File: config.mk
export PLATFORM = sky130hd
export DESIGN_NAME = mskaes_inv_rcon_seq
export DESIGN_NICKNAME = d
export VERILOG_FILES = /design/src/rtl/mskaes_pkg.sv /design/src/rtl/MSKcst.sv /design/src/rtl/mskaes_inv_rcon_seq.sv
export SDC_FILE = /design/constraint.sdc
export NUM_CORES = 1
export LEC_CHECK = 0
export CORE_AREA = 2 2 48 58
export CTS_BUF_LIST = sky130_fd_sc_hd__clkbuf_4 sky130_fd_sc_hd__clkbuf_8
export CTS_CLUSTER_SIZE = 12
export DETAILED_ROUTE_END_ITERATION = 12
export DIE_AREA = 0 0 50 60
export MAX_ROUTING_LAYER = met4
export PLACE_DENSITY = 0.7
export SYNTH_ARGS = -nofsm -noshare
export SYNTH_HDL_FRONTEND = slang
export SYNTH_SLANG_ARGS = --single-unit
File: constraint.sdc
create_clock -name clk -period 1.8 [get_ports clk]
set_input_delay 0.36 -clock clk [delete_from_list [all_inputs] [get_ports clk]]
set_output_delay 0.36 -clock clk [all_outputs]
set_load 0.005 [all_outputs]
File: src/rtl/mskaes_pkg.sv
// Shared constants and types for the masked AES key-schedule blocks.
//   RCON_FIRST / RCON_LAST : first (0x01) and last (0x36) AES-128 round constants
//   RCON_WRAP              : 0x1b, the reduction image of x^8 in GF(2^8)
//   AES128_NROUNDS         : number of AES-128 key-schedule rounds
//   rcon_state_e           : round-constant sequencer FSM state
package mskaes_pkg;

  localparam logic [7:0]  RCON_FIRST     = 8'h01;
  localparam logic [7:0]  RCON_LAST      = 8'h36;
  localparam logic [7:0]  RCON_WRAP      = 8'h1b;
  localparam int unsigned AES128_NROUNDS = 10;

  typedef enum logic [1:0] {
    ST_IDLE = 2'd0,
    ST_RUN  = 2'd1,
    ST_DONE = 2'd2
  } rcon_state_e;

endpackage

File: src/rtl/MSKcst.sv
// Constant-sharing cell: turns a public value into a d-share sharing.
// Share 0 carries the value, shares 1..d-1 are zero; no randomness consumed.
// Ports:
//   cst  in  count      public value
//   out  out count*d    sharing, share i = out[count*i +: count]
module MSKcst #(
  parameter int unsigned d     = 2,
  parameter int unsigned count = 1
) (
  input  logic [count-1:0]   cst,
  output logic [count*d-1:0] out
);

  // Zero-extension places cst in share 0 and clears every other share.
  assign out = (count*d)'(cst);

endmodule

File: src/rtl/mskaes_inv_rcon_seq.sv
// Masked AES-128 round-constant sequencer for the decryption key schedule.
// Walks rcon backward 0x36 -> 0x01 (division by x in GF(2^8)), one step per
// accepted update, tracking the round index and flagging the last round.
// rcon is public; it leaves as a latency-0 constant sharing.
// Optional build macro: MSKAES_INV_RCON_FWD_EN adds dir_fwd, selecting a
// forward walk 0x01 -> 0x36 when sampled high on an accepted start.
// Ports:
//   clk        in   1     clock
//   rst        in   1     synchronous active-high reset
//   start      in   1     load first rcon and enter RUN (IDLE only)
//   update     in   1     advance one round (RUN only)
//   mask_rcon  in   1     1: drive rcon on sh_rcon, 0: all-zero sharing
//   dir_fwd    in   1     (FWD_EN builds) forward direction, sampled on start
//   sh_rcon    out  8*d   shared rcon, share i = sh_rcon[8*i +: 8]
//   round_idx  out  4     NROUNDS..1 in RUN, 0 otherwise
//   busy       out  1     high in RUN
//   last       out  1     high in RUN at round_idx == 1
//   done       out  1     one-cycle pulse after the final update
module mskaes_inv_rcon_seq
  import mskaes_pkg::*;
#(
  parameter int unsigned d       = 2,
  parameter int unsigned NROUNDS = AES128_NROUNDS
) (
  input  logic           clk,
  input  logic           rst,
  input  logic           start,
  input  logic           update,
  input  logic           mask_rcon,
`ifdef MSKAES_INV_RCON_FWD_EN
  input  logic           dir_fwd,
`endif
  output logic [8*d-1:0] sh_rcon,
  output logic [3:0]     round_idx,
  output logic           busy,
  output logic           last,
  output logic           done
);

  // Division by x: 0x1b is the only reachable value whose division wraps.
  function automatic logic [7:0] inv_step(input logic [7:0] r);
    return (r == RCON_WRAP) ? 8'h80 : {1'b0, r[7:1]};
  endfunction

  // Multiplication by x with AES reduction.
  function automatic logic [7:0] fwd_step(input logic [7:0] r);
    return r[7] ? RCON_WRAP : {r[6:0], 1'b0};
  endfunction

  rcon_state_e r_state;
  rcon_state_e w_state_nxt;
  logic [7:0]  r_rcon;
  logic [7:0]  w_rcon_nxt;
  logic [3:0]  r_idx;
  logic [3:0]  w_idx_nxt;
  logic [7:0]  w_step;
  logic [7:0]  w_load;
  logic [7:0]  w_rcon_out;

`ifdef MSKAES_INV_RCON_FWD_EN
  logic        r_fwd;
  logic        w_fwd_nxt;
  assign w_step = r_fwd ? fwd_step(r_rcon) : inv_step(r_rcon);
  assign w_load = dir_fwd ? RCON_FIRST : RCON_LAST;
`else
  assign w_step = inv_step(r_rcon);
  assign w_load = RCON_LAST;
`endif

  // State and datapath registers.
  always_ff @(posedge clk) begin
    if (rst) begin
      r_state <= ST_IDLE;
      r_rcon  <= RCON_LAST;
      r_idx   <= 4'd0;
`ifdef MSKAES_INV_RCON_FWD_EN
      r_fwd   <= 1'b0;
`endif
    end else begin
      r_state <= w_state_nxt;
      r_rcon  <= w_rcon_nxt;
      r_idx   <= w_idx_nxt;
`ifdef MSKAES_INV_RCON_FWD_EN
      r_fwd   <= w_fwd_nxt;
`endif
    end
  end

  // Next-state and next-datapath logic; start wins over update in IDLE
  // simply because update is not looked at there.
  always_comb begin
    w_state_nxt = r_state;
    w_rcon_nxt  = r_rcon;
    w_idx_nxt   = r_idx;
`ifdef MSKAES_INV_RCON_FWD_EN
    w_fwd_nxt   = r_fwd;
`endif
    case (r_state)
      ST_IDLE: begin
        if (start) begin
          w_state_nxt = ST_RUN;
          w_rcon_nxt  = w_load;
          w_idx_nxt   = 4'(NROUNDS);
`ifdef MSKAES_INV_RCON_FWD_EN
          w_fwd_nxt   = dir_fwd;
`endif
        end
      end
      ST_RUN: begin
        if (update) begin
          if (r_idx == 4'd1) begin
            w_state_nxt = ST_DONE;
            w_rcon_nxt  = RCON_LAST;
            w_idx_nxt   = 4'd0;
`ifdef MSKAES_INV_RCON_FWD_EN
            w_fwd_nxt   = 1'b0;
`endif
          end else begin
            w_rcon_nxt  = w_step;
            w_idx_nxt   = r_idx - 4'd1;
          end
        end
      end
      ST_DONE: w_state_nxt = ST_IDLE;
      default: w_state_nxt = ST_IDLE;
    endcase
  end

  // Status outputs decoded from the registered state.
  always_comb begin
    busy      = (r_state == ST_RUN);
    last      = (r_state == ST_RUN) && (r_idx == 4'd1);
    done      = (r_state == ST_DONE);
    round_idx = r_idx;
  end

  // Latency-0 output: gate with mask_rcon, then share as a public constant.
  assign w_rcon_out = r_rcon & {8{mask_rcon}};

  MSKcst #(
    .d     (d),
    .count (8)
  ) u_cst (
    .cst (w_rcon_out),
    .out (sh_rcon)
  );

endmodule

### After elaboration in Yosys (flattened, before gate mapping)

Cells that the tools add are included.

* add/sub/neg operators: 1
* multiply operators: 0
* divide/modulo/power cells: 0
* $lt $le $gt $ge: 0
* equality and inequality tests: 7
* shift operators: 0
* muxes and demuxes: 13
* bitwise gates (word level): 1
* reductions and logical operators: 5

Operator list (count)
* $mux 8: 4
* $pmux 8 s2: 1
* $mux 4: 3
* $and 8x8->8: 1
* $eq 8x5->1 const B: 1
* $pmux 4 s2: 1
* $mux 2: 3
* $reduce_and 3->1: 2
* $eq 4x1->1 const B: 1
* $ne 2x2->1 const B: 2
* $pmux 2 s2: 1
* $sub 4x1->4 const B: 1
* $eq 2x1->1 const B: 1
* $eq 2x2->1 const B: 1
* $logic_not 2->1: 1
* $ne 2x1->1 const B: 1
* $reduce_bool 2->1: 1
* $logic_and 1x1->1: 1

* flip-flop bits (word level): 14
* bits in latches: 0
* bits in writable memories: 0
* ROM bits: 0
* logic and storage cells: 30
* memories: 0

### Depth between registers and ports, before layout

* depth in word-level cells: 5
* gate-level depth with buffers: 5
* depth with buffers taken out: 5

### Modules after synthesis

A second synthesis with hierarchy kept.

* cell total of the unflattened synthesis: 104
* area total of the unflattened synthesis: 878.3 um^2

Modules (own cells, without submodules)
* mskaes_inv_rcon_seq: times used 1, cells each 87, area each 754.5 um^2, sequential area each 280.3 um^2
* MSKcst: times used 1, cells each 17, area each 123.9 um^2, sequential area each 0.0 um^2

### Least setup slack after synthesis

No wires, ideal clock.

* path kind: register to register
* start point: register r_idx[0], in the netlist round_idx[0]
* end point: register r_rcon[2]
* library setup time: 95 ps
* arrival: 1356 ps
* path slack: 349 ps
* cell stages (with the launch flop): 5
* buffers on the path: 0
* path through: dfxtp_1 > ha_1 > or3b_2 > o221a_2 > o311ai_1

* longest elaborated chain between the ends: 4

RTL lines
* start, declared: RTL line mskaes_inv_rcon_seq.sv:54 `logic [3:0] r_idx;`
* start signal, assigned: RTL line mskaes_inv_rcon_seq.sv:82 `r_idx <= w_idx_nxt;`
* $eq 4x1->1: RTL line mskaes_inv_rcon_seq.sv:111 `if (r_idx == 4'd1) begin`
* $mux 8: RTL line mskaes_inv_rcon_seq.sv:111
* $mux 8: RTL line mskaes_inv_rcon_seq.sv:110 `if (update) begin`
* $pmux 8 s2: RTL line mskaes_inv_rcon_seq.sv:98 `case (r_state)`
* end signal, assigned: RTL line mskaes_inv_rcon_seq.sv:81 `r_rcon <= w_rcon_nxt;`
* end, declared: RTL line mskaes_inv_rcon_seq.sv:52 `logic [7:0] r_rcon;`

No other way between the ends. The select of a mux whose other input is x is not followed.
A chain may end at the register's enable or synchronous reset.

### Final worst setup path

* start point: register r_state[0]
* end point: output done

* longest elaborated chain between the ends: 1

RTL lines
* start, declared: RTL line mskaes_inv_rcon_seq.sv:50 `rcon_state_e r_state;`
* start signal, assigned: RTL line mskaes_inv_rcon_seq.sv:80 `r_state <= w_state_nxt;`
* $eq 2x2->1: RTL line mskaes_inv_rcon_seq.sv:133 `done = (r_state == ST_DONE);`
* end, declared: RTL line mskaes_inv_rcon_seq.sv:37 `output logic done`

No other way between the ends.

==> reports/qor.yml <==
status: "completed"
end_kind: "output pin"
die-area_sq_mm: 0.00300
pre_cts_ws_ns: -0.130
routed_wl_um: 1770
syn_avg_cell_area_sq_um: 8.52
cp_num_cells: 3
core_area_sq_mm: 0.00248
fin_crit_sh_pct: 94.5
via_count: 779
io_buffer_count: 19
grt_max_degree: 12
critPathTopFamily: "buffers and inverters"
cp_slowest_stage_delay_ns: 0.50
worst_ep_arrival_time_ns: 1.34
drc: 0
worst_ep_required_time_ns: 1.44
drt-initial-drc-count: 11
synth-async-reset-ratio_pct: 0
hold_path.class: "flip-flop to flip-flop"
timing.final.setup_violations: 0
io_pins: 28
ys_seq_elements: 14
h-tree-depth: 1
post-dp-hpwl_um: 1420
gp_congestion: 0.815
drive_gt1_share_pct: 21.5
worst_slack_ns: 0.0985
hold_buffers: 0
yosys.area.top_type: "dfxtp_1"
critPathKind: "flip-flop to output pin"
synthDominantCellAreaShare_pct: 34.3
cts_tree: "yes"
nFillCells: 238
nNetsFinal: 138
drt_pass1_iterations: 4
placement_rows: 20
die-height_um: 60
ant_nets: 0
grtUsageTotal_pct: 13.5
clk_pin_slew_ns: 0.08
root_buffer: "clkbuf_4"
netlist_instances: 96
hold_depth: 2
synth-seq-area-share_pct: 34.3
yosys_most_used_dff: "dfxtp_1"
power_density_mw_per_mm2: 665
initial_core_util_pct: 33.0
cts_sinks: 14
hold_viol_final: 0
ys_top_cells_by_count: "dfxtp_1 (14), and2_1 (8), buf_4 (8), inv_1 (8), nand3_1 (7)"
max-vdd-ir-drop_mv: 0.593
path_max_fanout: 9
cts_max_path_buffers: 2
ys_types: 37
max_cap_violations: 0
leakagePower_nw: 0.489
grt_first_pass_wirelength_um: 2980
rsz0062_at_grt: "false"
num_antenna_cells: 0
chipWidth_um: 50
ys.warnings.count: 0
fmaxAchievable_mhz: 588
synth.cell_area_sq_um: 818
ys_top_cells_by_area: "dfxtp_1 (34%), buf_4 (7.3%), and2_1 (6.1%)"
place_area_sq_mm: 0.00111
clk_latency_ns: 0.28
synth_most_common_cell: "dfxtp_1"
final_core_util_pct: 46.7
grt-ovfl-total: 0
grt_pass1_vias: 720
wire_per_inst_um: 10.9
crit_chain: "buf_4 -> nor2_1 -> clkdlybuf4s50_1"
antenna_found_initial: 0
post_cts_buffers: 0
crit_path_top_delay_cell: "clkdlybuf4s50_1"
startpoint_type: "flip-flop"
final_max_slew_viol_count: 0
synth_edf_count: 0
path_buf_inv: 2
rr_worst_depth: 6
synthToLayoutAreaGrowth_pct: 41.3
clock_skew_ns: 0.00215
timing.final.crit_period_ns: 1.70
viasPerCell: 4.78
final.setup.tns_ns: 0
cts_buffers: 3
fin_area_sq_mm: 0.00116
==> logic make-up (layout without fill, tap and decap cells) <==
family                   Yosys count  in the layout  share of synthesized area [%]
other                              1              8                          0.458
multiplexers                       2              2                           2.60
adder cells (fa/ha/maj)            2              2                           3.06
AND/OR/NAND/NOR                   34             34                           26.8
flip-flops                        14             14                           34.3
buffers and inverters             19             46                           12.5
AO/OA/AOI/OAI                     24             24                           20.3
==> sequential cells by signal (all words and copies together) (netlist names) <==
name and flops:
r_rcon 8, round_idx 4, r_state 2
==> power by group <==
part | leakage [nW] | switching (mW) | total, mW | internal (mW)
combinational | 0.353 | 0.0888 | 0.200 | 0.112
sequential | 0.115 | 0.0181 | 0.349 | 0.331
clock | 0.0210 | 0.0973 | 0.220 | 0.123
total | 0.489 | 0.204 | 0.769 | 0.565
==> final timing paths <==
check / from / slack [ns] / to
max reg2reg: round_idx[1]$_SDFFE_PP0P_ / 0.15 / round_idx[2]$_SDFFE_PP0P_
min reg2reg: r_rcon[0]$_SDFFE_PP0P_ / 0.48 / r_rcon[0]$_SDFFE_PP0P_
max: r_state[0]$_SDFFE_PP0P_ / 0.1 / done
min: r_rcon[0]$_SDFFE_PP0P_ / 0.48 / r_rcon[0]$_SDFFE_PP0P_
==> cells in the final DEF (no fill, tap or decap), types with 2 or more instances in the layout <==
cell,instances
conb_1,8
a21oi_1,5
nand2_1,2
nor3_1,3
nor2_1,3
nand3_1,7
o211ai_1,3
clkbuf_4,3
dfxtp_1,14
clkdlybuf4s50_1,17
nand2b_1,2
o32ai_1,2
o21ai_0,6
buf_4,14
inv_1,8
and2_1,8
==> final cells by class <==
class / count / area [sq um] / share of cell area (%)
Timing Repair Buffer: 33 / 289 / 25.0
Multi-Input combinational cell: 70 / 475 / 41.1
Tap cell: 33 / 41.3 / 3.57
Sequential cell: 14 / 280 / 24.2
Clock buffer: 4 / 36.3 / 3.14
Inverter: 9 / 33.8 / 2.92
==> per-stage QoR <==
step                      power, mW  hold WS, ns  instances
final                         0.769        0.481        163
after global routing          0.814        0.523        163
after CTS                     0.778        0.492        163
after detailed placement      0.553        0.479        159
after global placement        0.547        0.459        159
after floorplan               0.461        0.432        103
==> metal layers <==
| metal | part of all wire (%) | wire (um) | global-route usage, % |
|---|---|---|---|
| met5 | 0 | 0 | - |
| met2 | 53 | 931 | 24.8 |
| met4 | 0.68 | 12 | 3.57 |
| met3 | 4.9 | 87 | 4.00 |
| met1 | 42 | 740 | 14.0 |
==> tightest hold or removal path, cell delays in order (launching register included) <==
cell and delay (ns):
dfxtp_1 0.32, inv_1 0.05, o32ai_1 0.06
==> timing repair <==
action                                  4_1_cts  5_1_grt
pin swaps                                     0        1
gates resized for setup                       6        1
endpoints found under the setup margin        9        1
endpoints found under the hold margin         0        0
(Power assumes the default switching activity.)
